### src/rtl/sweep_decoder.sv
// Registered N-to-M one-hot decoder with enable gating, out-of-range
// flagging and a sweep mode that walks a single high line across every
// output, one per cycle, for bulk clear/initialisation of the register file.
module sweep_decoder #(
    parameter int SEL_W   = 4,
    parameter int NUM_OUT = 16
) (
    input  logic               clk,
    input  logic               reset,
    input  logic               en,
    input  logic [SEL_W-1:0]   sel,
    input  logic               sweep_start,
    input  logic               sweep_hold,
    output logic [NUM_OUT-1:0] enable,
    output logic               sel_err,
    output logic               sweep_busy,
    output logic               sweep_done
);

    localparam int                 CNT_W     = $clog2(NUM_OUT);
    localparam logic [SEL_W:0]     NUM_OUT_W = (SEL_W+1)'(NUM_OUT);
    localparam logic [CNT_W-1:0]   CNT_LAST  = CNT_W'(NUM_OUT - 1);
    localparam logic [NUM_OUT-1:0] LINE0     = {{(NUM_OUT-1){1'b0}}, 1'b1};

    typedef enum logic [1:0] {
        ST_IDLE  = 2'd0,
        ST_SWEEP = 2'd1,
        ST_DONE  = 2'd2
    } state_t;

    state_t             state_r;
    state_t             state_nxt_s;
    logic [CNT_W-1:0]   cnt_r;
    logic [CNT_W-1:0]   cnt_nxt_s;
    logic [NUM_OUT-1:0] enable_r;
    logic [NUM_OUT-1:0] enable_nxt_s;
    logic               sel_err_r;
    logic               sel_err_nxt_s;
    logic               busy_r;
    logic               busy_nxt_s;
    logic               done_r;
    logic               done_nxt_s;
    logic               in_range_s;

    // Compare-per-line decode: an unknown index matches no line, so the
    // result is all-zero rather than X, and at most one bit can ever be set.
    function automatic logic [NUM_OUT-1:0] decode_line(input logic [SEL_W-1:0] idx);
        logic [NUM_OUT-1:0] line;
        line = '0;
        for (int i = 0; i < NUM_OUT; i++) begin
            if ({1'b0, idx} == (SEL_W+1)'(i)) begin
                line[i] = 1'b1;
            end else begin
                line[i] = 1'b0;
            end
        end
        return line;
    endfunction

    // Widened compare so NUM_OUT == 2**SEL_W fits; then it folds to constant true.
    assign in_range_s = ({1'b0, sel} < NUM_OUT_W);

    // State register, sweep index and registered outputs.
    always_ff @(posedge clk) begin
        if (reset) begin
            state_r   <= ST_IDLE;
            cnt_r     <= '0;
            enable_r  <= '0;
            sel_err_r <= 1'b0;
            busy_r    <= 1'b0;
            done_r    <= 1'b0;
        end else begin
            state_r   <= state_nxt_s;
            cnt_r     <= cnt_nxt_s;
            enable_r  <= enable_nxt_s;
            sel_err_r <= sel_err_nxt_s;
            busy_r    <= busy_nxt_s;
            done_r    <= done_nxt_s;
        end
    end

    // Next-state selection: sweep start wins in IDLE, hold freezes SWEEP.
    always_comb begin
        state_nxt_s = state_r;
        case (state_r)
            ST_IDLE: begin
                if (sweep_start) begin
                    state_nxt_s = ST_SWEEP;
                end else begin
                    state_nxt_s = ST_IDLE;
                end
            end
            ST_SWEEP: begin
                if (sweep_hold) begin
                    state_nxt_s = ST_SWEEP;
                end else if (cnt_r == CNT_LAST) begin
                    state_nxt_s = ST_DONE;
                end else begin
                    state_nxt_s = ST_SWEEP;
                end
            end
            ST_DONE: begin
                state_nxt_s = ST_IDLE;
            end
            default: begin
                state_nxt_s = ST_IDLE;
            end
        endcase
    end

    // Next values of the registered outputs and the sweep index.
    always_comb begin
        cnt_nxt_s     = '0;
        enable_nxt_s  = '0;
        sel_err_nxt_s = 1'b0;
        busy_nxt_s    = 1'b0;
        done_nxt_s    = 1'b0;
        case (state_r)
            ST_IDLE: begin
                if (sweep_start) begin
                    enable_nxt_s = LINE0;
                    busy_nxt_s   = 1'b1;
                end else begin
                    if (en && in_range_s) begin
                        enable_nxt_s = decode_line(sel);
                    end else begin
                        enable_nxt_s = '0;
                    end
                    if (en && !in_range_s) begin
                        sel_err_nxt_s = 1'b1;
                    end else begin
                        sel_err_nxt_s = 1'b0;
                    end
                end
            end
            ST_SWEEP: begin
                if (sweep_hold) begin
                    cnt_nxt_s    = cnt_r;
                    enable_nxt_s = enable_r;
                    busy_nxt_s   = 1'b1;
                end else if (cnt_r == CNT_LAST) begin
                    done_nxt_s = 1'b1;
                end else begin
                    cnt_nxt_s    = cnt_r + CNT_W'(1);
                    enable_nxt_s = {enable_r[NUM_OUT-2:0], 1'b0};
                    busy_nxt_s   = 1'b1;
                end
            end
            ST_DONE: begin
                cnt_nxt_s = '0;
            end
            default: begin
                cnt_nxt_s = '0;
            end
        endcase
    end

    assign enable     = enable_r;
    assign sel_err    = sel_err_r;
    assign sweep_busy = busy_r;
    assign sweep_done = done_r;

endmodule
### config.mk
export PLATFORM = sky130hd
export DESIGN_NAME = sweep_decoder
export DESIGN_NICKNAME = d
export VERILOG_FILES = /design/src/rtl/sweep_decoder.sv
export SDC_FILE = /design/constraint.sdc
export NUM_CORES = 1
export LEC_CHECK = 0
export CAP_MARGIN = 20
export CORE_MARGIN = 3
export CORE_UTILIZATION = 51
export DETAILED_ROUTE_END_ITERATION = 10
export PLACE_DENSITY = 0.8
export SKIP_CTS_REPAIR_TIMING = 1
export SYNTH_ARGS = -nofsm -noshare
export SYNTH_HDL_FRONTEND = slang
export SYNTH_SLANG_ARGS = --single-unit
export TNS_END_PERCENT = 100
### constraint.sdc
create_clock -name clk -period 4.35 [get_ports clk]
set_input_delay 1.0875 -clock clk [delete_from_list [all_inputs] [get_ports clk]]
set_output_delay 1.0875 -clock clk [all_outputs]
set_load 0.1 [all_outputs]
==> results of run 1 <==
==> registers in the layout, indices dropped and copies added (netlist names) <==
| name | flops |
|---|---|
| state_r | 2 |
| sweep_busy | 1 |
| enable | 16 |
| cnt_r | 4 |
| sweep_done | 1 |
==> per-stage QoR <==
step	total power, mW	cells	hold slack [ps]
after floorplan	0.324	120	461
after global placement	0.350	165	479
after detailed placement	0.351	165	480
after CTS	0.463	169	502
after global routing	0.479	170	529
final	0.463	170	501
==> power by group <==
part / leakage [nW] / switching (mW) / total (mW) / internal, mW
Combinational: 0.286 / 0.0813 / 0.113 / 0.0316
Sequential: 0.196 / 0.00677 / 0.234 / 0.228
Clock: 0.0210 / 0.0644 / 0.116 / 0.0511
Total: 0.503 / 0.152 / 0.463 / 0.310
==> Yosys cell counts (all sizes together) (2+ instances only) <==
| library cell | count | area (sq um) |
|---|---|---|
| a2111oi | 2 | 17.5 |
| a221oi | 12 | 105 |
| a22oi | 3 | 22.5 |
| a311oi | 2 | 17.5 |
| a31oi | 2 | 12.5 |
| and2 | 3 | 18.8 |
| buf | 4 | 28.8 |
| clkbuf | 4 | 15.0 |
| dfxtp | 24 | 480 |
| nand2 | 4 | 15.0 |
| nand2b | 2 | 12.5 |
| nand3 | 4 | 20.0 |
| nor2 | 20 | 77.6 |
| nor2b | 4 | 25.0 |
| nor3 | 14 | 75.1 |
| nor3b | 2 | 37.5 |
| o21ai | 3 | 15.0 |
| or2 | 2 | 12.5 |
==> layer usage <==
layer | track usage (%) | vias up | share of wire, %
li1 | - | 491 | -
met1 | 24.2 | 458 | 46
met2 | 31.2 | 36 | 46
met3 | 2.56 | 4 | 6.0
met4 | 10.2 | 0 | 1.4
met5 | 0 | - | 0
==> worst paths after layout <==
kind	start	end	slack (ps)	cells past startpoint
setup / recovery	enable[7]	enable[7]	1390	1
hold / removal	enable[15]	enable[15]	500	2
setup reg to reg	state_r[1]	enable[4]	2670	4
hold reg to reg	enable[15]	enable[15]	500	2
==> final cells by class <==
cell class / instances / area share (%)
well taps: 27 / 2.44
flip-flops and latches: 24 / 34.8
multi-input cells: 88 / 40.8
clock buffers: 4 / 2.62
repair buffers: 27 / 19.4
==> kinds of logic (layout without fill, tap and decap cells) <==
kind of cell / after synthesis / after routing / share of synthesized area [%]
adder cells (fa/ha/maj): 1 / 1 / 1.15
XOR/XNOR: 2 / 2 / 1.61
AND/OR/NAND/NOR: 58 / 58 / 29.7
AO/OA/AOI/OAI: 25 / 25 / 18.2
multiplexers: 1 / 1 / 0.920
flip-flops: 24 / 24 / 44.1
buffers and inverters: 8 / 31 / 4.02
other: 1 / 1 / 0.344
==> placed cells by master (no fill, tap or decap) <==
master            n
ha_1              1
dfxtp_1          24
nand2_1           4
and2_1            3
a221oi_1         12
nor2_2            1
mux2i_1           1
and3_1            1
a2111oi_0         2
a31oi_1           2
clkdlybuf4s50_1  26
clkbuf_8          1
nor2b_1           4
xor2_1            1
nand2b_1          2
clkbuf_4          3
or4b_4            1
buf_4             1
a22oi_1           3
conb_1            1
nor3_2            1
nor2_1           19
o21ai_1           3
nor4b_1           1
nor3_1           13
nand3_1           4
a311oi_1          2
nor3b_4           2
xnor2_1           1
a21o_1            1
or2_2             2
==> impl_metrics.ini, run 1 <==
[placed_design]
globalplace.congestion = 0.856
place_area_sq_um = 1340
port_buffers = 26
pre_cts_slack_ps = 1470
dp_hpwl_um = 1630

[clock_network]
h-tree-depth = 1
clkSlewWorstSetupHoldPaths_ps = 130
worstSkewPairLatency_ps = 310
root_buffer = clkbuf_4
numCtsBuffers = 3
cts.sinks = 24
clockBufferDepth = 2
cts_tree = yes

[synth]
syn_area_sq_um = 1090
yosysUniqueCellTypes = 31
yosysSeqAreaShare_pct = 44.1
postSynthCellCount = 120
synth_nets = 130
synth_edf_count = 0
yosys_warnings = 0
synth.ff_latch_count = 24
ys.flop_type = dfxtp_1
syn_area_per_cell_sq_um = 9.07
ys_async_sr_fraction_pct = 0

[routing]
route.detailed.drc = 0
firstDrtPassIters = 4
final_antenna_net_count = 0
vias = 989
drt_iter0_drc = 37
drt_wl_total_um = 2320
wl_per_cell_um = 13.6
via_per_inst = 5.82

[finish]
seqCellArea_sq_um = 480
area.growth.synth_to_final_pct = 27.0
antenna_cells = 0
drive_above_1_share_pct = 8.39
nNetsFinal = 154
multi_input_area_sq_um = 564
finish.utilization_pct = 69.8
fillers = 151
fin_area_sq_um = 1380

[floorplanning]
die_area_sq_um = 2720
die-width_um = 52.2
pin_count = 28
core_area_sq_um = 1980
std_cell_rows = 16
start_util_pct = 54.9
die_y_um = 52.2

[timing]
finalCriticalPeriod_ps = 2960
drv_slew = 0
tns_ps = 0
timing.final.crit_share_pct = 68.0
setup_viol = 0
hold_viol = 0
worst_slack_ps = 1390
fmax_mhz = 338
rsz0062_at_grt = false
fin_worst_skew_ps = 7.26
relSlewSlack_pct = 35.0
worst_pin_slew_ps = 972

[power]
vdd_drop_max_v = 0.000205
p_per_area_nw_per_um2 = 335
p_leak_nw = 0.503

[critical_path]
cp_slowest_stage_delay_ps = 1160
cp.required_ps = 3260
crit_slowest_cell = clkdlybuf4s50_1
path_class = flop to output port
cp_max_fo = 3
crit_chain = clkdlybuf4s50_1
cp-end-kind = output port
critPathBufInv = 1
critical_path_arrival_ps = 1870
start_kind = flop
cp_top_family = buffers and inverters

[min_path]
hold_path.class = flop to flop

[global_routing]
grt_pass1_wl_um = 3910
gr-usage-all-layers_pct = 19.1
grt-ovfl-total = 0
grt_pass1_vias = 974
antenna_found_initial = 0
grt_max_degree = 19

[flow_run]
drv_cap = 0

[outcome]
outcome = completed
No activity file was read; power rests on OpenSTA's default activity.
==> run 2, diff against run 1 <==
CORE_UTILIZATION = 42   (was 51)
PLACE_DENSITY = 0.7   (was 0.8)
clock period = 2.5 ns   (was 4.35 ns; I/O delays follow)
==> impl_metrics.ini, run 2 (synthesis results as in run 1) <==
[finish]
largest_reg_flops = 16
layout_commonest_cell = dfxtp_1
area.growth.synth_to_final_pct = 25.1
fin_area_sq_um = 1360
drive_above_1_share_pct = 22.6
nNetsFinal = 157
layout_common_cells = dfxtp_1 (24), buf_4 (22), nor2_1 (19), nor3_1 (13), a221oi_1 (12)
antenna_cells = 0
fillers = 225
layout.cells.non_filler = 174

[power]
vdd_drop_max_v = 0.000413
p_total_mw = 0.812
p_leak_nw = 0.551
p_per_area_nw_per_um2 = 596

[routing]
vias = 985
final_antenna_net_count = 0
route.detailed.drc = 0
drt_wl_total_um = 2420
via_per_inst = 5.66
drt_iter0_drc = 29
firstDrtPassIters = 4
wl_per_cell_um = 13.9

[clock_network]
numCtsBuffers = 3
cts_tree = yes
cts.sinks = 24
clkSlewWorstSetupHoldPaths_ps = 130
root_buffer = clkbuf_4
h-tree-depth = 1
clockBufferDepth = 2
worstSkewPairLatency_ps = 320

[timing]
fin_worst_skew_ps = 1.59
rsz0062_at_grt = false
finalCriticalPeriod_ps = 1960
timing.final.crit_share_pct = 78.3
tns_ps = 0
setup_viol = 0
drv_slew = 0
fmax_mhz = 511
hold_viol = 0

[critical_path]
cp-end-kind = flop
cp.required_ps = 2760
critical_path_arrival_ps = 2210
path_class = primary input to flop
reg2reg_setup_slack_ps = 830
start_kind = primary input
cp_max_fo = 4

[global_routing]
grt_pass1_wl_um = 3980
antenna_found_initial = 0
grt-ovfl-total = 0
gr-usage-all-layers_pct = 15.9
grt_max_degree = 16
grt_pass1_vias = 864

[floorplanning]
core_area_sq_um = 2340
pin_count = 28
die-width_um = 56.9
die_y_um = 56.9
die_area_sq_um = 3240
start_util_pct = 46.5
std_cell_rows = 17

[min_path]
hold_path.class = flop to flop

[placed_design]
place_area_sq_um = 1330
dp_hpwl_um = 1780
dp.cells = 170
port_buffers = 26
globalplace.congestion = 0.774

[flow_run]
drv_cap = 0

[outcome]
outcome = completed
## run 2: cell types whose count changed in the layout (fill, tap and decap cells not counted)
| cell | delta |
|---|---|
| buf_4 | +21 |
| clkdlybuf4s50_1 | -18 |
## run 2: per-layer routing
layer	global-route usage [%]	wire length, um	up-vias	part of all wire [%]
met5	0	0	-	0
met4	5.96	40	0	1.7
met3	5.29	141	5	5.8
met2	23.0	1060	24	44
met1	21.8	1180	460	49
li1	-	-	496	-
## run 2: worst max-delay path: stages
cell and delay, ps:
clkdlybuf4s50_1 440, or4b_4 560, nor3b_4 280, a221oi_1 110, nor3_1 200
## run 2: path summary, 6_finish.rpt
path	start	endpoint	cells after the start
worst min register to register	enable[15]	enable[15]	2
worst max-delay path	sweep_start	enable[5]	5
worst max register to register	state_r[1]	enable[5]	4
worst min-delay path	enable[15]	enable[15]	2
## run 2: cell type report
type / count / area [sq um] / area share [%]
repair buffers: 30 / 245 / 18.0
well taps: 28 / 35.0 / 2.57
multi-input cells: 88 / 564 / 41.5
flip-flops and latches: 24 / 480 / 35.3
clock buffers: 4 / 36.3 / 2.67
## run 2: per-stage QoR
step	hold WS, ps	setup slack, ps	utilization (%)
after floorplan	461	736	-
after CTS	502	563	58.2
after global placement	482	241	56.6
after detailed placement	480	219	56.6
final	502	542	58.2
after global routing	533	488	58.2
## run 2: power breakdown
group / leakage (nW) / internal (mW) / total [mW] / switching, mW
logic: 0.334 / 0.0540 / 0.196 / 0.142
registers: 0.196 / 0.396 / 0.408 / 0.0119
clock network: 0.0210 / 0.0893 / 0.208 / 0.118
